<file path="config.mk">
export PLATFORM = sky130hd
export DESIGN_NAME = pipe_ctrl_flat
export DESIGN_NICKNAME = d
export VERILOG_FILES = /design/src/rtl/pipe_ctrl_if.sv /design/src/rtl/pipe_ctrl.sv /design/src/flat_wrapper.sv
export SDC_FILE = /design/constraint.sdc
export NUM_CORES = 1
export LEC_CHECK = 0
export BUFFER_PORTS_ARGS = -buffer_cell sky130_fd_sc_hd__buf_4
export CAP_MARGIN = 0
export CORE_MARGIN = 2
export CORE_UTILIZATION = 57
export CTS_BUF_LIST = sky130_fd_sc_hd__clkbuf_4
export CTS_CLUSTER_SIZE = 20
export DETAILED_ROUTE_END_ITERATION = 12
export GPL_TIMING_DRIVEN = 0
export MAX_ROUTING_LAYER = met4
export PLACE_DENSITY_LB_ADDON = 0.05
export SLEW_MARGIN = 40
export SYNTH_ARGS = -nofsm -noshare
export SYNTH_HDL_FRONTEND = slang
export SYNTH_SLANG_ARGS = --single-unit
</file>
<file path="constraint.sdc">
create_clock -name clk -period 4.4 [get_ports clk]
set_clock_uncertainty 0.1 [all_clocks]
set_input_delay 0.88 -clock clk [delete_from_list [all_inputs] [get_ports clk]]
set_output_delay 0.88 -clock clk [all_outputs]
set_load 0.005 [all_outputs]
</file>
<file path="src/rtl/pipe_ctrl_if.sv">
// Handshake bundle between the pipeline stages and pipe_ctrl.
// The master side raises the requests, and the slave side (pipe_ctrl) drives the stall/flush controls.
interface pipe_ctrl_if #(
  parameter int MC_CNT_W = 5
);
  logic                id_stallreq;
  logic                ex_mc_start;
  logic [MC_CNT_W-1:0] ex_mc_cycles;
  logic                mem_stallreq;
  logic                ex_flushreq;
  logic [5:0]          ctrl_stall;
  logic                ctrl_flush;
  logic                ex_mc_done;
  logic [31:0]         perf_stall_cnt;
  logic                mem_timeout;

  modport master (
    output id_stallreq, ex_mc_start, ex_mc_cycles, mem_stallreq, ex_flushreq,
    input  ctrl_stall, ctrl_flush, ex_mc_done, perf_stall_cnt, mem_timeout
  );

  modport slave (
    input  id_stallreq, ex_mc_start, ex_mc_cycles, mem_stallreq, ex_flushreq,
    output ctrl_stall, ctrl_flush, ex_mc_done, perf_stall_cnt, mem_timeout
  );
endinterface

</file>
<file path="src/rtl/pipe_ctrl.sv">
// Pipeline stall/flush controller. It merges ID, EX and MEM stall requests with the EX flush and sequences EX multi-cycle ops.
// Optional feature: define PIPE_CTRL_MEM_TIMEOUT_EN to build the sticky MEM-stall timeout detector.
module pipe_ctrl #(
  parameter int MC_CNT_W    = 5,
  parameter int MEM_TIMEOUT = 255
) (
  input logic        clk,
  input logic        rst,
  pipe_ctrl_if.slave bus
);
  localparam logic RST_ENABLE = 1'b0;
  localparam int   STALL_BUS  = 6;

  localparam logic [STALL_BUS-1:0] STALL_NONE = 6'b000000;
  localparam logic [STALL_BUS-1:0] STALL_ID   = 6'b000111;
  localparam logic [STALL_BUS-1:0] STALL_EX   = 6'b001111;
  localparam logic [STALL_BUS-1:0] STALL_MEM  = 6'b011111;

  if (MC_CNT_W < 1 || MEM_TIMEOUT < 1) begin : g_param_check
    $error("pipe_ctrl: MC_CNT_W and MEM_TIMEOUT must both be at least 1");
  end

  typedef enum logic [1:0] {IDLE, BUSY, DONE} state_t;

  state_t               state, state_next;
  logic [MC_CNT_W-1:0]  cnt, cnt_next;
  logic [STALL_BUS-1:0] stall;
  logic                 flush;
  logic                 done;
  logic                 ex_stall;
  logic [31:0]          perf_cnt;

  // NOTE: every signal written here gets a default first, so no path can leave one unassigned and infer a latch.
  always_comb begin
    state_next = state;
    cnt_next   = cnt;
    stall      = STALL_NONE;
    flush      = 1'b0;
    done       = 1'b0;
    ex_stall   = 1'b0;

    if (rst == RST_ENABLE) begin
      state_next = IDLE;
      cnt_next   = '0;
    end else if (bus.ex_flushreq) begin
      flush      = 1'b1;
      state_next = IDLE;
      cnt_next   = '0;
    end else begin
      case (state)
        IDLE: begin
          if (bus.ex_mc_start && bus.ex_mc_cycles != '0) begin
            ex_stall = 1'b1;
            if (bus.ex_mc_cycles == MC_CNT_W'(1)) begin
              state_next = DONE;
            end else begin
              cnt_next   = bus.ex_mc_cycles - 1'b1;
              state_next = BUSY;
            end
          end
        end
        BUSY: begin
          // The countdown continues even while a MEM stall hides the EX encoding.
          ex_stall = 1'b1;
          cnt_next = cnt - 1'b1;
          if (cnt == MC_CNT_W'(1)) state_next = DONE;
        end
        DONE: begin
          done = 1'b1;
          if (!bus.mem_stallreq) state_next = IDLE;
        end
        default: state_next = IDLE;
      endcase

      if (bus.mem_stallreq)     stall = STALL_MEM;
      else if (ex_stall)        stall = STALL_EX;
      else if (bus.id_stallreq) stall = STALL_ID;
    end
  end

  // NOTE: state registers use non-blocking assignments so that every flop samples pre-edge values.
  always_ff @(posedge clk) begin
    if (rst == RST_ENABLE) begin
      state    <= IDLE;
      cnt      <= '0;
      perf_cnt <= '0;
    end else begin
      state <= state_next;
      cnt   <= cnt_next;
      if (stall != STALL_NONE && perf_cnt != 32'hFFFF_FFFF) perf_cnt <= perf_cnt + 32'd1;
    end
  end

  assign bus.ctrl_stall     = stall;
  assign bus.ctrl_flush     = flush;
  assign bus.ex_mc_done     = done;
  assign bus.perf_stall_cnt = perf_cnt;

`ifdef PIPE_CTRL_MEM_TIMEOUT_EN
  localparam int TO_W = $clog2(MEM_TIMEOUT + 1);

  logic [TO_W-1:0] to_cnt;
  logic            to_flag;

  // Counts consecutive MEM-stall cycles. The flag is sticky until reset.
  always_ff @(posedge clk) begin
    if (rst == RST_ENABLE) begin
      to_cnt  <= '0;
      to_flag <= 1'b0;
    end else if (bus.mem_stallreq) begin
      if (to_cnt != TO_W'(MEM_TIMEOUT)) to_cnt <= to_cnt + 1'b1;
      if (to_cnt == TO_W'(MEM_TIMEOUT - 1)) to_flag <= 1'b1;
    end else begin
      to_cnt <= '0;
    end
  end

  assign bus.mem_timeout = to_flag;
`else
  assign bus.mem_timeout = 1'b0;
`endif
endmodule

</file>
<file path="src/flat_wrapper.sv">
// flat-port wrapper written by rule: the top's interface ports become plain ports
module pipe_ctrl_flat 
#(
  parameter int MC_CNT_W    = 5,
  parameter int MEM_TIMEOUT = 255
)
  (clk, rst, bus_id_stallreq, bus_ex_mc_start, bus_ex_mc_cycles, bus_mem_stallreq, bus_ex_flushreq, bus_ctrl_stall, bus_ctrl_flush, bus_ex_mc_done, bus_perf_stall_cnt, bus_mem_timeout);
  pipe_ctrl_if #(.MC_CNT_W(MC_CNT_W)) bus_i ();
  input logic clk;
  input logic rst;
  input wire logic [$bits(bus_i.id_stallreq)-1:0] bus_id_stallreq;
  input wire logic [$bits(bus_i.ex_mc_start)-1:0] bus_ex_mc_start;
  input wire logic [$bits(bus_i.ex_mc_cycles)-1:0] bus_ex_mc_cycles;
  input wire logic [$bits(bus_i.mem_stallreq)-1:0] bus_mem_stallreq;
  input wire logic [$bits(bus_i.ex_flushreq)-1:0] bus_ex_flushreq;
  output wire logic [$bits(bus_i.ctrl_stall)-1:0] bus_ctrl_stall;
  output wire logic [$bits(bus_i.ctrl_flush)-1:0] bus_ctrl_flush;
  output wire logic [$bits(bus_i.ex_mc_done)-1:0] bus_ex_mc_done;
  output wire logic [$bits(bus_i.perf_stall_cnt)-1:0] bus_perf_stall_cnt;
  output wire logic [$bits(bus_i.mem_timeout)-1:0] bus_mem_timeout;
  assign bus_i.id_stallreq = bus_id_stallreq;
  assign bus_i.ex_mc_start = bus_ex_mc_start;
  assign bus_i.ex_mc_cycles = bus_ex_mc_cycles;
  assign bus_i.mem_stallreq = bus_mem_stallreq;
  assign bus_i.ex_flushreq = bus_ex_flushreq;
  assign bus_ctrl_stall = bus_i.ctrl_stall;
  assign bus_ctrl_flush = bus_i.ctrl_flush;
  assign bus_ex_mc_done = bus_i.ex_mc_done;
  assign bus_perf_stall_cnt = bus_i.perf_stall_cnt;
  assign bus_mem_timeout = bus_i.mem_timeout;
  pipe_ctrl #(.MC_CNT_W(MC_CNT_W), .MEM_TIMEOUT(MEM_TIMEOUT)) u_core (.clk(clk), .rst(rst), .bus(bus_i));
endmodule
</file>
# After elaboration in Yosys (flattened, before gate mapping)
# Index checks and enable logic that the tools add are counted.
dict set report word_totals {
  romBits 0
  ramBits 0
  memories 0
  latchBits 0
  register_bits 39
  output_inout_bits 41
}
dict set report classes {
  shift 0
  eq_ne 9
  mul 0
  muxes 22
  div 0
  reduce_logical 9
  order_cmp 0
  bitwise 1
  addsub 3
}
# op count
set op_table {}
lappend op_table {{32-bit by 1-bit adder with 32-bit output (second input constant)} 1}
lappend op_table {{32-bit != test (second input constant)} 1}
lappend op_table {{6-bit two-way mux} 4}
lappend op_table {{5-bit by 1-bit == test with 1-bit output (second input constant)} 2}
lappend op_table {{5-bit two-way mux} 2}
lappend op_table {{5-bit case mux with 2 select lines} 1}
lappend op_table {{5-bit by 1-bit subtractor with 5-bit output (second input constant)} 2}
lappend op_table {{1-bit two-way mux} 8}
lappend op_table {{2-bit two-way mux} 4}
lappend op_table {{2-bit case mux with 3 select lines} 1}
lappend op_table {{3-bit AND reduction} 2}
lappend op_table {{6-bit nonzero test} 1}
lappend op_table {{5-bit nonzero test} 1}
lappend op_table {{2-bit by 1-bit != test with 1-bit output (second input constant)} 2}
lappend op_table {{2-bit != test (second input constant)} 2}
lappend op_table {{3-bit two-way mux} 1}
lappend op_table {{2-bit by 1-bit == test with 1-bit output (second input constant)} 1}
lappend op_table {{2-bit == test (second input constant)} 1}
lappend op_table {{1-bit logical AND} 2}
lappend op_table {{2-bit logical NOT} 1}
lappend op_table {{1-bit case mux with 2 select lines} 1}
lappend op_table {{2-bit nonzero test} 1}
lappend op_table {{2-bit OR reduction} 1}
lappend op_table {{1-bit NOT} 1}

# Longest topological paths before layout
dict set report depth {
  ltp_word 12
  mapped_depth 10
  depth_no_buf 8
}

# Worst setup path after synthesis
# Ideal clock, no wire load.
dict set report synth_timing {
  path_type {input -> output}
  start {in bus_ex_mc_cycles[1]}
  end {out bus_ctrl_stall[1]}
  t_required_ps 3420
  path_stages 9
  t_arrival_ps 2470
  slack_ps 950
  cell_sequence {inv_1 > ha_1 > or4b_1 > and3_1 > nor2_1 > buf_4 > buf_4 > inv_1 > buf_4}
}
dict set report synth_between {
  elab_chain_len 10
}
# element line_no
set synth_rtl {}
lappend synth_rtl {{start, declared} flat_wrapper.sv:13} ;# input wire logic [$bits(bus_i.ex_mc_cycles)-1:0] bus_ex_mc_cycles;
lappend synth_rtl {{5-bit nonzero test} pipe_ctrl.sv:52} ;# if (bus.ex_mc_start && bus.ex_mc_cycles != '0) begin
lappend synth_rtl {{1-bit logical AND} pipe_ctrl.sv:52}
lappend synth_rtl {{1-bit two-way mux} pipe_ctrl.sv:52}
lappend synth_rtl {{1-bit case mux with 2 select lines} pipe_ctrl.sv:50} ;# case (state)
lappend synth_rtl {{1-bit two-way mux} pipe_ctrl.sv:45} ;# end else if (bus.ex_flushreq) begin
lappend synth_rtl {{1-bit two-way mux} pipe_ctrl.sv:42} ;# if (rst == RST_ENABLE) begin
lappend synth_rtl {{6-bit two-way mux} pipe_ctrl.sv:76} ;# else if (ex_stall) stall = STALL_EX;
lappend synth_rtl {{6-bit two-way mux} pipe_ctrl.sv:75} ;# if (bus.mem_stallreq) stall = STALL_MEM;
lappend synth_rtl {{6-bit two-way mux} pipe_ctrl.sv:45}
lappend synth_rtl {{6-bit two-way mux} pipe_ctrl.sv:42}
lappend synth_rtl {{end, declared} flat_wrapper.sv:16} ;# output wire logic [$bits(bus_i.ctrl_stall)-1:0] bus_ctrl_stall;
# Every way passes these cells. The select of a mux whose other input is x is not followed.

# Worst setup path after layout
dict set report layout_timing {
  start {in bus_ex_mc_cycles[0]}
  end {out bus_ctrl_stall[1]}
}
# Same word-level chain as after synthesis.

==> run summary <==
Including well taps, the total number of placed cells is 382. The worst-path maximum fanout came out at 10. The cell sitting at the root of the clock tree is a clkbuf_4. The post-CTS repair timing setup buffer count came out at 0. The data arrival time at the worst-slack endpoint is 3000 ps. The first global-routing pass estimated 8870 µm of wire. Setup repair after global routing left no endpoint under its margin. Summing every instance area after synthesis gives 0.00230 mm².

The most numerous cell in the Yosys netlist is dfxtp_1. In the synthesized netlist, the number of instances is 282. The run finished with clean final reports. The first detailed-routing pass ran for 4 iterations. In this run, flip-flops and latches consume 57.7% of the power. The clock network fraction of total power came out at 30.7%.

The number of buffers added by the clock tree synthesis step came out at 5. The die area came out at 0.00456 mm². The total of flip-flops plus latches after synthesis came out at 39. The clock latency at the later pin of the worst-skew pair came out at 350 ps. The max-slew headroom at the worst pin is 66.0%.

The count of yosys warnings during synthesis came out at 0. The leakage power is 1.06 nW. The final hold violation count came out at 0.

The worst-case IR drop observed on VDD is 0.000116 V. The main flop type after synthesis is dfxtp_1. Of the cells placed in the final design, the portion with a size suffix greater than 1 is 22.1%. The top cell type by area accounts for 33.9% of the synthesized area.

TritonCTS built the clock tree. The global placement routability congestion is 0.811. Counting stages on the worst path, the most repeated cell is buf_4. Counting I/O delays and the setup requirement, the final critical path takes 3980 ps.

The count of flip-flops with a built-in enable after synthesis came out at 0. Net switching is 26.0% of the power. The total count of max-transition violations in the final report came out at 0. The worst setup path is of the in -> out kind. Adding up every negative setup slack in the final design gives 0 ps. In the final routed layout, each cell accounts on average for 14.2 µm.

The number of nets at the end of the flow came out at 356. The tool flagged a number of max-cap violations equal to 0. For this run, the slowest stage of the critical path takes 480 ps.

The utilization after layout came out at 70.8%. The timing-limited maximum frequency came out at 251 MHz. The detail-routed via count per cell came out at 5.94. The detailed-placement wirelength estimate is 4080 µm. The initial antenna violation count is 0.

The flop-to-flop setup slack came out at 2060 ps. The signal on the critical path passes through buf_4, inv_1, ha_1, or4b_1, and3_1, nor2_1, buf_4, buf_4, inv_1, buf_4, buf_4. The via count of the first global-routing pass is 1,945. The kind of start point of the critical path is a primary input. The power share of the combinational group came out at 11.6%. The post-place setup slack came out at 407 ps. The H-tree was split into 2 levels. The number of design rule violations left after detail routing is 0.

In this run the worst hold path is classified as reg -> reg. Yosys attributes the largest share of cell area to dfxtp_1 (34%), a21oi_1 (6.3%), or4_1 (5.2%). The number of vias in the routed layout is 2,316.

The number of DRC violations after detailed-routing iteration 0 is 154. The number of top-level pins came out at 52. The power density over cell area came out at 225 mW/mm². The internal power of the cells is 0.000465 W. The antenna diode count came out at 0. The proportion of synthesized chip area in sequential cells is 33.9%. The number of standard-cell rows in the floorplan is 23.

The slew of the pin with the lowest slew margin is 510 ps. The number of cells in the finished layout apart from fillers is 390. For this design, the slowest cell found on the critical path is or4b_1. Once the floorplan was initialized, standard cells occupied 58.3% of the core. The tree built by TritonCTS fans out to 39 sinks.

Clock-pin slew was measured on the worst setup and hold paths at 100 ps. The width of the die came out at 67.5 µm. The total of buffers placed on input and output ports came out at 49. The number of different library cells in the post-synthesis netlist came out at 46. Counting along the longest clock path gives a buffer depth of 2. Setup violations remaining at the end of the flow were counted as 0. In this design, the largest share of critical-path delay is due to buffers and inverters.

The number of buffers and inverters on the critical path came out at 7. The total net switching power came out at 0.000164 W. The final antenna-violating net count came out at 0. The post-synthesis to final-layout area growth is 21.4%. The mean area per synthesized cell is 8.15 µm².

The overall die height came out at 67.5 µm. The routed wire length came out at 5520 µm. The required time at the endpoint of the critical path is 3420 ps. Once the clock tree was built, the resizer swapped 0 gates to a different size. The maximum number of pins on one net before global-route repair came out at 12. The synthesized design spends more area on one cell type than any other, namely dfxtp_1. The total overflow left after global routing is 0. The ratio of final minimum period to clock period came out at 90.5%. The total routing usage reported by global routing is 26.2%. The number of buffers inserted by hold repair at cts came out at 0.

The fraction of synthesis flops using an asynchronous set or reset pin is 0%. The worst setup path is captured at an output pin. The floorplan core area is 0.00394 mm².

Counting instances in the post-synthesis netlist gives the leading cell types as dfxtp_1 (39), a21oi_1 (29), nand2_1 (28), nor2_1 (18), or4_1 (16). The final worst setup slack is 417 ps.
[worst min-delay path, delay by kind of cell (launching register included)]
| family | cells | cell delay [ps] |
|---|---|---|
| simple gates | 1 | 60 |
| flops | 1 | 350 |
| mux | 1 | 50 |
[metal layers]
metal	track usage, %	up-vias	part of all wire [%]	wire length [µm]
li1	-	1161	-	-
met1	35.5	1097	49	2690
met2	39.8	51	46	2520
met3	5.67	7	4.5	250
met4	6.38	0	1.1	62
met5	-	-	0	0
[sequential cells by signal, summed over array words and instances, names as in the netlist]
name                       cells
u_core.state                   2
u_core.cnt                     5
u_core.bus.perf_stall_cnt     32
[layout make-up]
type | count | area [µm²]
clock inverter | 1 | 5.00
clock buffer | 7 | 52.6
timing repair buffer | 49 | 368
inverter | 11 | 41.3
fill | 320 | 1150
buffer | 16 | 86.3
sequential | 39 | 781
tap | 50 | 62.6
multi-input combinational | 217 | 1400
[worst paths after layout]
check,start,end,cells past startpoint
worst min register to register,u_core.bus.perf_stall_cnt[10],u_core.bus.perf_stall_cnt[10],2
worst max register to register,u_core.bus.perf_stall_cnt[6],u_core.bus.perf_stall_cnt[13],7
worst max-delay path,bus_ex_mc_cycles[0],bus_ctrl_stall[1],11
worst min-delay path,u_core.bus.perf_stall_cnt[10],u_core.bus.perf_stall_cnt[10],2
[stage by stage]
stage               instance area (µm²)  hold WS, ps  power, W
finish                             2790          407  0.000628
global route                       2790          437  0.000661
CTS                                2790          411  0.000631
detailed placement                 2730          392  0.000443
global placement                   2730          381  0.000441
floorplan                          2300          359  0.000414
[cell usage in the layout (no fill, tap or decap), types with 2 or more instances in the layout]
cell type  Yosys  final
nand4_1        8      8
nand3_1        7      7
or4_1         16     16
conb_1         1      2
nor2_1        18     18
nor4_1         6      6
and2_1         2      2
nor4b_1        6      6
nor3_1         3      3
or3_1          5      5
nand3b_1       2      2
dfxtp_1       39     39
nand2_1       28     28
nor2b_1        3      3
mux2i_1       10     10
o31ai_1       14     14
xor2_1         3      3
o21a_1         3      3
buf_2          3      3
inv_1         11     11
clkbuf_4       0      7
ha_1           6      6
nand2b_1      10     10
a21oi_1       29     29
buf_4          6     55
and3_1         3      3
clkbuf_1       7      7
o211ai_1       2      2
o21ai_0       13     13
[power by group through the flow]
stage               Combinational, W  Clock [W]  Sequential (W)
finish                     0.0000728   0.000193        0.000362
detailed placement         0.0000725          0        0.000370
CTS                        0.0000728   0.000196        0.000362
floorplan                  0.0000448          0        0.000369
global route               0.0000820   0.000215        0.000363
global placement           0.0000712          0        0.000370
[kinds of logic (layout without fill, tap and decap cells)]
| kind of cell | Yosys count | in the layout | share of synthesized area (%) |
|---|---|---|---|
| adders and majority gates | 6 | 6 | 3.26 |
| and+or+nand+nor | 125 | 125 | 32.3 |
| buffers and inverters | 27 | 84 | 5.55 |
| muxes | 10 | 10 | 4.35 |
| xor gates and xnor gates | 3 | 3 | 1.14 |
| AOI/OAI and AO/OA | 71 | 71 | 19.3 |
| DFF | 39 | 39 | 33.9 |
| other | 1 | 2 | 0.163 |
Power figures use the tool's default switching activity.
